[src/rtl/sme_pkg.sv]
// -----------------------------------------------------------------------------
// sme_pkg
// Shared definitions for the sme_multi string-match engine.
//   CH_DOT / CH_CARET / CH_DOLLAR : pattern metacharacters ('.', '^', '$')
//   CH_SPACE                      : word separator used by the '^' and '$' anchors
//   state_t                       : control FSM states
//   elem_t                        : kind of pattern element being evaluated
// -----------------------------------------------------------------------------
package sme_pkg;

    localparam logic [7:0] CH_DOT    = 8'h2E;
    localparam logic [7:0] CH_CARET  = 8'h5E;
    localparam logic [7:0] CH_DOLLAR = 8'h24;
    localparam logic [7:0] CH_SPACE  = 8'h20;

    typedef enum logic [2:0] {
        IDLE,
        RD_STR,
        RD_PAT,
        SCAN,
        DONE
    } state_t;

    typedef enum logic [1:0] {
        LIT,
        ANY,
        BOL,
        EOL
    } elem_t;

endpackage

[src/rtl/sme_char_cmp.sv]
// -----------------------------------------------------------------------------
// sme_char_cmp
// Combinational evaluator for one pattern element at one string position.
// Optional build macro: CASE_FOLD_EN (literal compares fold ASCII A-Z onto a-z).
// Ports:
//   pat_char  : pattern element (anchors recognised on low 8 bits, zero-extended)
//   str_char  : string char at pos
//   prev_char : string char at pos-1 (only meaningful when pos > 0)
//   pos       : current string position
//   len_s     : stored string length
//   hit       : element is true at pos
//   consume   : element advances the string position when it hits
// -----------------------------------------------------------------------------
module sme_char_cmp
    import sme_pkg::*;
#(
    parameter int CHAR_W = 8,
    parameter int LEN_W  = 6
) (
    input  logic [CHAR_W-1:0] pat_char,
    input  logic [CHAR_W-1:0] str_char,
    input  logic [CHAR_W-1:0] prev_char,
    input  logic [LEN_W-1:0]  pos,
    input  logic [LEN_W-1:0]  len_s,
    output logic              hit,
    output logic              consume
);

    elem_t elem;
    logic  in_range;
    logic  lit_eq;

`ifdef CASE_FOLD_EN
    // Upper-case letters are mapped onto lower case so that literal compares
    // ignore case; everything else passes through untouched.
    function automatic logic [CHAR_W-1:0] fold_case(input logic [CHAR_W-1:0] c);
        if (c >= CHAR_W'(8'h41) && c <= CHAR_W'(8'h5A)) begin
            return c | CHAR_W'(8'h20);
        end
        return c;
    endfunction

    assign lit_eq = (fold_case(pat_char) == fold_case(str_char));
`else
    assign lit_eq = (pat_char == str_char);
`endif

    assign in_range = (pos < len_s);

    // Classify the pattern element, then decide whether it holds at pos.
    // Anchors never consume a char; '.' and literals need a real char at pos,
    // so they fail once pos reaches the end of the stored string.
    always_comb begin
        elem    = LIT;
        hit     = 1'b0;
        consume = 1'b1;
        if (pat_char == CHAR_W'(CH_DOT)) begin
            elem = ANY;
        end else if (pat_char == CHAR_W'(CH_CARET)) begin
            elem = BOL;
        end else if (pat_char == CHAR_W'(CH_DOLLAR)) begin
            elem = EOL;
        end
        case (elem)
            ANY: begin
                hit = in_range;
            end
            BOL: begin
                consume = 1'b0;
                hit     = (pos == '0) || (prev_char == CHAR_W'(CH_SPACE));
            end
            EOL: begin
                consume = 1'b0;
                hit     = (pos == len_s) || (in_range && (str_char == CHAR_W'(CH_SPACE)));
            end
            default: begin
                hit = in_range && lit_eq;
            end
        endcase
    end

endmodule

[src/rtl/sme_multi.sv]
// -----------------------------------------------------------------------------
// sme_multi
// Streaming string-match engine: buffers a string and a pattern, then tries
// every start position 0..len_s in order, one pattern element per cycle.
// The string is kept across patterns, so several patterns can be matched
// against one string. Optional build macro: CASE_FOLD_EN (see sme_char_cmp).
// Ports:
//   clk         : rising-edge clock
//   reset       : synchronous, active-low reset
//   chardata    : string or pattern char
//   isstring    : string char valid this cycle
//   ispattern   : pattern char valid this cycle (wins over isstring)
//   valid       : one-cycle pulse, result fields updated
//   match       : at least one start position matched
//   match_index : lowest matching start position (0 if none)
//   match_count : number of matching start positions
//   busy        : scan in progress or result being reported; inputs ignored
// -----------------------------------------------------------------------------
module sme_multi
    import sme_pkg::*;
#(
    parameter int STR_MAX = 32,
    parameter int PAT_MAX = 8,
    parameter int CHAR_W  = 8
) (
    input  logic                         clk,
    input  logic                         reset,
    input  logic [CHAR_W-1:0]            chardata,
    input  logic                         isstring,
    input  logic                         ispattern,
    output logic                         valid,
    output logic                         match,
    output logic [$clog2(STR_MAX)-1:0]   match_index,
    output logic [$clog2(STR_MAX+1)-1:0] match_count,
    output logic                         busy
);

    localparam int IDX_W = $clog2(STR_MAX);
    localparam int LEN_W = $clog2(STR_MAX + 1);
    localparam int PI_W  = (PAT_MAX > 1) ? $clog2(PAT_MAX) : 1;
    localparam int PL_W  = $clog2(PAT_MAX + 1);

    state_t            state;
    logic [CHAR_W-1:0] buf_s [STR_MAX];
    logic [CHAR_W-1:0] buf_p [PAT_MAX];
    logic [LEN_W-1:0]  len_s;
    logic [PL_W-1:0]   len_p;

    logic [LEN_W-1:0]  s_start;
    logic [LEN_W-1:0]  pos;
    logic [PI_W-1:0]   k;
    logic              scan_found;
    logic [IDX_W-1:0]  scan_index;
    logic [LEN_W-1:0]  scan_count;

    logic              take_str;
    logic              take_pat;
    logic [LEN_W-1:0]  str_wr_idx;
    logic [PL_W-1:0]   pat_wr_idx;

    logic [CHAR_W-1:0] pat_char;
    logic [CHAR_W-1:0] str_char;
    logic [CHAR_W-1:0] prev_char;
    logic [IDX_W-1:0]  prev_idx;
    logic              hit;
    logic              consume;
    logic              last_elem;
    logic              last_start;
    logic              scan_empty;
    logic              success;
    logic              start_end;
    logic              found_nxt;
    logic [IDX_W-1:0]  index_nxt;
    logic [LEN_W-1:0]  count_nxt;

    assign prev_idx  = pos[IDX_W-1:0] - IDX_W'(1);
    assign pat_char  = buf_p[k];
    assign str_char  = buf_s[pos[IDX_W-1:0]];
    assign prev_char = buf_s[prev_idx];

    sme_char_cmp #(
        .CHAR_W (CHAR_W),
        .LEN_W  (LEN_W)
    ) u_cmp (
        .pat_char  (pat_char),
        .str_char  (str_char),
        .prev_char (prev_char),
        .pos       (pos),
        .len_s     (len_s),
        .hit       (hit),
        .consume   (consume)
    );

    // Decide which buffer (if any) takes chardata this cycle and where it goes.
    // A load that starts from IDLE restarts at index 0; continuing cycles
    // append at the current length. Nothing is accepted while busy.
    always_comb begin
        take_str   = 1'b0;
        take_pat   = 1'b0;
        str_wr_idx = len_s;
        pat_wr_idx = len_p;
        if (state == IDLE || state == RD_STR || state == RD_PAT) begin
            take_pat = ispattern;
            take_str = isstring && !ispattern && (state != RD_PAT);
        end
        if (state != RD_STR) begin
            str_wr_idx = '0;
        end
        if (state != RD_PAT) begin
            pat_wr_idx = '0;
        end
    end

    // Char buffers carry no reset; only the lengths define what is valid.
    // Writes past the buffer depth are dropped.
    always_ff @(posedge clk) begin
        if (take_str && (str_wr_idx < LEN_W'(STR_MAX))) begin
            buf_s[str_wr_idx[IDX_W-1:0]] <= chardata;
        end
        if (take_pat && (pat_wr_idx < PL_W'(PAT_MAX))) begin
            buf_p[pat_wr_idx[PI_W-1:0]] <= chardata;
        end
    end

    // Scan bookkeeping: a start position ends either on the first false
    // element (abort) or when its last element hits (success). The running
    // result is computed here so the final start can feed the outputs in the
    // same cycle it finishes.
    always_comb begin
        last_elem  = ((PL_W'(k) + PL_W'(1)) == len_p);
        last_start = (s_start == len_s);
        scan_empty = (len_s == '0) || (len_p == '0);
        success    = hit && last_elem;
        start_end  = !hit || last_elem;
        found_nxt  = scan_found;
        index_nxt  = scan_index;
        count_nxt  = scan_count;
        if (success) begin
            count_nxt = scan_count + LEN_W'(1);
            if (!scan_found) begin
                found_nxt = 1'b1;
                index_nxt = IDX_W'(s_start);
            end
        end
    end

    // Control FSM with registered outputs. Lengths saturate at the buffer
    // depths. busy is raised on entry to SCAN and dropped when DONE exits;
    // result fields are only updated on entry to DONE and then held.
    always_ff @(posedge clk) begin
        if (!reset) begin
            state       <= IDLE;
            len_s       <= '0;
            len_p       <= '0;
            s_start     <= '0;
            pos         <= '0;
            k           <= '0;
            scan_found  <= 1'b0;
            scan_index  <= '0;
            scan_count  <= '0;
            valid       <= 1'b0;
            match       <= 1'b0;
            match_index <= '0;
            match_count <= '0;
            busy        <= 1'b0;
        end else begin
            valid <= 1'b0;
            case (state)
                IDLE: begin
                    if (ispattern) begin
                        state <= RD_PAT;
                        len_p <= PL_W'(1);
                    end else if (isstring) begin
                        state <= RD_STR;
                        len_s <= LEN_W'(1);
                    end
                end
                RD_STR: begin
                    if (ispattern) begin
                        state <= RD_PAT;
                        len_p <= PL_W'(1);
                    end else if (isstring) begin
                        if (len_s < LEN_W'(STR_MAX)) begin
                            len_s <= len_s + LEN_W'(1);
                        end
                    end else begin
                        state <= IDLE;
                    end
                end
                RD_PAT: begin
                    if (ispattern) begin
                        if (len_p < PL_W'(PAT_MAX)) begin
                            len_p <= len_p + PL_W'(1);
                        end
                    end else begin
                        state      <= SCAN;
                        busy       <= 1'b1;
                        s_start    <= '0;
                        pos        <= '0;
                        k          <= '0;
                        scan_found <= 1'b0;
                        scan_index <= '0;
                        scan_count <= '0;
                    end
                end
                SCAN: begin
                    if (scan_empty) begin
                        state       <= DONE;
                        valid       <= 1'b1;
                        match       <= 1'b0;
                        match_index <= '0;
                        match_count <= '0;
                    end else if (start_end) begin
                        scan_found <= found_nxt;
                        scan_index <= index_nxt;
                        scan_count <= count_nxt;
                        if (last_start) begin
                            state       <= DONE;
                            valid       <= 1'b1;
                            match       <= found_nxt;
                            match_index <= index_nxt;
                            match_count <= count_nxt;
                        end else begin
                            s_start <= s_start + LEN_W'(1);
                            pos     <= s_start + LEN_W'(1);
                            k       <= '0;
                        end
                    end else begin
                        k <= k + PI_W'(1);
                        if (consume) begin
                            pos <= pos + LEN_W'(1);
                        end
                    end
                end
                DONE: begin
                    state <= IDLE;
                    busy  <= 1'b0;
                end
                default: begin
                    state <= IDLE;
                    busy  <= 1'b0;
                end
            endcase
        end
    end

endmodule

[config.mk]
export PLATFORM = sky130hd
export DESIGN_NAME = sme_multi
export DESIGN_NICKNAME = d
export VERILOG_FILES = /design/src/rtl/sme_pkg.sv /design/src/rtl/sme_char_cmp.sv /design/src/rtl/sme_multi.sv
export SDC_FILE = /design/constraint.sdc
export NUM_CORES = 1
export LEC_CHECK = 0
export ABC_CLOCK_PERIOD_IN_PS = 4000
export CORE_MARGIN = 8
export CORE_UTILIZATION = 63
export DETAILED_ROUTE_END_ITERATION = 10
export PLACE_DENSITY = 0.8
export SYNTH_ARGS = -nofsm -noshare
export SYNTH_HDL_FRONTEND = slang
export SYNTH_SLANG_ARGS = --single-unit
export TNS_END_PERCENT = 100
[constraint.sdc]
create_clock -name clk -period 4 [get_ports clk]
set_clock_uncertainty 0.15 [all_clocks]
set_input_delay 0.6 -clock clk [delete_from_list [all_inputs] [get_ports clk]]
set_output_delay 0.6 -clock clk [all_outputs]
set_load 0.02 [all_outputs]
After elaboration in Yosys (flattened, before gate mapping)

Memories as Yosys holds them, arrays and structs flattened. A register that Yosys moved wholly into a read port is not among the register bits.
Cells that the tools add are included.

Word-level logic and storage cells: 180
Flip-flop bits (word level): 54
Memories kept: 2
Output and inout port bits: 14
RAM bits: 320

Equality and inequality tests: 35
Order comparisons: 5
Multiplexer cells: 78
Add/subtract/negate cells: 8
Bitwise gates (word level): 1
Reduce and logical (&&, ||, !) cells: 37

Memories:

| memory | depth | width | read ports | clocked after Yosys merged registers in | wr ports | line            | source |
|---|---|---|---|---|---|---|---|
| buf_s  | 32    | 8     | 2          | 1                                       | 1        | sme_multi.sv:44 | `logic [CHAR_W-1:0] buf_s [STR_MAX];` |
| buf_p  | 8     | 8     | 1          | 1                                       | 1        | sme_multi.sv:45 | `logic [CHAR_W-1:0] buf_p [PAT_MAX];` |

Operators with widths:

| kind                | number |
|---|---|
| $mux 6              | 19 |
| $mux 5              | 10 |
| $pmux 6 s2          | 4 |
| $mux 3              | 14 |
| $eq 8x6->1 const B  | 4 |
| $add 6x1->6 const B | 4 |
| $ne 2x2->1 const B  | 9 |
| $ne 3x3->1 const B  | 6 |
| $mux 1              | 17 |
| $mux 4              | 4 |
| $reduce_and 5->1    | 3 |
| $eq 6x6->1          | 2 |
| $logic_not 6->1     | 2 |
| $lt 6x6->1 const B  | 2 |
| $pmux 3 s4          | 1 |
| $reduce_and 4->1    | 3 |
| $pmux 5 s2          | 1 |
| $reduce_bool 2->1   | 5 |
| $eq 8x7->1 const B  | 1 |
| $eq 8x8->1          | 1 |
| $lt 4x4->1 const B  | 2 |
| $pmux 4 s2          | 1 |
| $logic_and 1x1->1   | 7 |
| $eq 3x2->1 const B  | 2 |
| other kinds (26)    | 40 |

Logic depth before layout (Yosys ltp)

Word-level depth: 13
Depth in mapped cells: 18
Gate-level depth less buffers: 13

By module

A second synthesis with hierarchy kept.

Cell total of the unflattened synthesis: 1041
Area, all modules: 17813.3 sq um

By module, submodules not included:

| module       | sequential area each (sq um) | cells each | area an instance (sq um) | instances |
|---|---|---|---|---|
| sme_multi    | 10850.4                      | 986        | 17421.7                  | 1 |
| sme_char_cmp | 0.0                          | 55         | 391.6                    | 1 |

Worst setup path before layout

OpenSTA, ideal clock, no wires.

Path type: register to register
From: reg pos[0]
To: reg with a tool-made name
Path buffers: 4
Cell stages (with the launch flop): 16
Setup slack: 0.393 ns
Data required time: 3.775 ns
Arrival time: 3.382 ns
Library setup time: 0.075 ns
Cells stage by stage: dfxtp_1 clkbuf_1 inv_1 ha_1 clkbuf_1 buf_1 mux4_2 o221ai_1 o211ai_1 o211ai_1 nand3_2 o211ai_2 mux2_4 or2_0 buf_6 o22ai_1

RTL lines:

| element                | line             | source |
|---|---|---|
| start, declared        | sme_multi.sv:50  | `logic [LEN_W-1:0] pos;` |
| start signal, assigned | sme_multi.sv:225 | `pos <= s_start + LEN_W'(1);` |
| start signal, assigned | sme_multi.sv:231 | `pos <= pos + LEN_W'(1);` |

==> metrics.txt <==
max-cap viol count=0; number of synthesized flops with an enable pin=320; Tightest Hold Check Type=reg -> reg; worst-path fanout max=21; Setup TNS=0 ps; fin crit share=between 90% and 100%; Synth Register Bits=about 380; crit path DAT=roughly 4100 ps; H-Tree Depth=2; register area share after synthesis=a little under two thirds; remaining antenna violation count=0; Reg2Reg Setup Slack=140 ps; Layout Utilization=between 70 and 80%; Residual DRC=0; Net Count, Synth=between 1k and 1.5k; Hold Fails Final Rpt=0; Synth Instances=about 1.2k; Overall Global Routing Usage=a little over a quarter; Internal=6.53 mW; f_max=around 260 MHz; vias=11.3k; TritonCTS clock tree=built; Post-synth ARST share=0%; outcome=finished, final reports clean; startpoint types=flip-flop; Leak Pwr=just over 6 nW; layout filler cell count=between 1.5k and 2k; clock latency on the worst-skew pair=530 ps; Synth top area share=a little under three fifths; Clock power frac=44.0%; Vias/cell=~7; # rows=60; Setup CP Type=reg -> reg; combinational group share of total power=3.0%; Seq pwr share=53.1%; number of port buffers=25; Reg2Reg Depth=13; Most used DFF post-synth=edfxtp_1; CP required=approximately 4300 ps; count leader, synth=edfxtp_1; max-slew violations=0; RSZ-0062 raised after global routing=no; Post-Syn Area=between 15,000 and 20,000 sq um; global route total overflow=0; synth top area cells=edfxtp_1, mux4_2, dfxtp_1; gpl congestion=between 0.9 and 1; most common library cells after synthesis=edfxtp_1, nor2_1, nand2_1, mux4_2, dfxtp_1; setup violators final=0; drt total wl=43,400 um; CTS buffer count=39; CP Capture Type=flip-flop; relative slew slack=under 10%; mean post-synth cell area=approximately 15 sq um; Placement Setup Slack=~91 ps; Critical Path End=s_start[2]$_SDFFE_PN0P_; Detail Placement HPWL=~29,000 um; NetSw=about 1.6 mW; library cells used by synthesis=74; warnings from Yosys=0; initial core utilization=a little under two thirds; chip width=roughly 180 um; die height=around 180 um; area delta synth->final=14.5%; largest net degree at the start of global routing=between 40 and 50; Final WS setup=between 100 and 150 ps; die area=between 30,000 and 40,000 sq um; layout cell share with drive strength beyond 1=between 10% and 20%; worst reg2reg endpoint=s_start[2]$_SDFFE_PN0P_; first-pass GRT wire length=66,700 um; cell accounting for the most synthesized area=edfxtp_1; final hold slack=~320 ps; Sink Count=382; Core Area=26,700 sq um; Pwr per Cell Area=~420 nW/um^2; vias in the first global route=11.3k; Nets=between 1k and 1.5k; initial antenna violation count=0; Root Buffer=clkbuf_16; wire per inst=around 27 um; Reg clk slew, reported paths=around 60 ps; I/O pin count=26; deepest clock path buffer count=3; diode count=0; Slew @ Worst Pin=roughly 1400 ps; drt first pass iters=6; min Tclk post-route=slightly below 4000 ps; sw frac=between 20% and 30%; 1st-iter DRT viols=between 1k and 1.5k; Peak VDD IR=361 uV
==> what timing repair did <==
item / in CTS / in global routing
endpoints found under the setup margin: 0 / 35
buffers inserted: 0 / 5
hold buffers: 0 / 0
resized for setup: 0 / 6
==> per-stage QoR <==
stage               area, sq um  instances  power, mW
finish                    19400       1636       8.18
global route              19400       1636       8.35
CTS                       19400       1631       8.19
detailed placement        18100       1560       4.66
global placement          18100       1560       4.65
floorplan                 17000       1158       4.53
==> worst max-delay path, cell delays in order, from the launching register on <==
cell and delay (ps):
dfxtp_4 490, buf_6 200, buf_4 140, mux4_2 510, o22ai_1 310, nor4_2 120
xnor2_1 150, nor4_1 290, and4_1 290, o211ai_2 130, buf_4 230, and2_2 270
a21o_1 190, a311oi_1 280
==> layout by cell type (no fill, tap or decap), drive strengths merged, types with 35 or more instances in the layout <==
master / count
buf: 96
clkbuf: 55
dfxtp: 62
edfxtp: 320
mux2i: 43
mux4: 70
nand2: 66
nand3: 35
nor2: 95
==> flip-flops by register name (all words and copies together) (netlist names), 4 cells and up, named ones only <==
name and count:
match_count 6, match_index 5, buf_p 64, pos 6, len_s 6, len_p 4
scan_index 5, scan_count 6, buf_s 256, s_start 6
==> per-layer routing <==
layer,GRT usage (%),wire [um],up-vias
met4,8.90,1390,0
met5,0,0,-
li1,-,-,4848
met2,41.2,20000,752
met3,6.57,4880,120
met1,35.8,17100,5594
==> layout make-up <==
class | instances | area, sq um | area share [%]
Timing Repair Buffer | 121 | 1040 | 5.34
Tap cell | 341 | 427 | 2.20
Clock buffer | 55 | 1150 | 5.92
Clock inverter | 16 | 129 | 0.663
Multi-Input combinational cell | 700 | 5750 | 29.6
Inverter | 21 | 78.8 | 0.406
Sequential cell | 382 | 10900 | 55.9
==> power groups by stage <==
stage	logic, mW	clock network [mW]	registers (mW)
floorplan	0.106	0	4.42
global placement	0.228	0	4.42
detailed placement	0.236	0	4.42
CTS	0.237	3.61	4.34
global route	0.257	3.76	4.34
finish	0.242	3.60	4.34
==> worst min-delay path by stage <==
| stage | slack [ps] | endpoint | cells after the start | start |
|---|---|---|---|---|
| 2_1_floorplan | 290 | scan_index[0]$_SDFFE_PN0P_ | 1 | scan_index[0]$_SDFFE_PN0P_ |
| 3_3_place_gp | 300 | match_count[5]$_SDFFE_PN0P_ | 1 | match_count[5]$_SDFFE_PN0P_ |
| 3_5_place_dp | 300 | match_count[5]$_SDFFE_PN0P_ | 1 | match_count[5]$_SDFFE_PN0P_ |
| 4_1_cts | 320 | match_count[5]$_SDFFE_PN0P_ | 1 | match_count[5]$_SDFFE_PN0P_ |
| 5_1_grt | 340 | scan_index[4]$_SDFFE_PN0P_ | 1 | scan_index[4]$_SDFFE_PN0P_ |
| 6_report | 320 | match_count[5]$_SDFFE_PN0P_ | 1 | match_count[5]$_SDFFE_PN0P_ |
==> kinds of logic after synthesis <==
family,share of synthesized area (%)
buffers and inverters,2.31
AO/OA/AOI/OAI,7.00
multiplexers,12.6
flip-flops,63.9
XOR/XNOR,1.75
AND/OR/NAND/NOR,11.3
adder cells (fa/ha/maj),1.11
No activity file was read; power rests on OpenSTA's default activity.
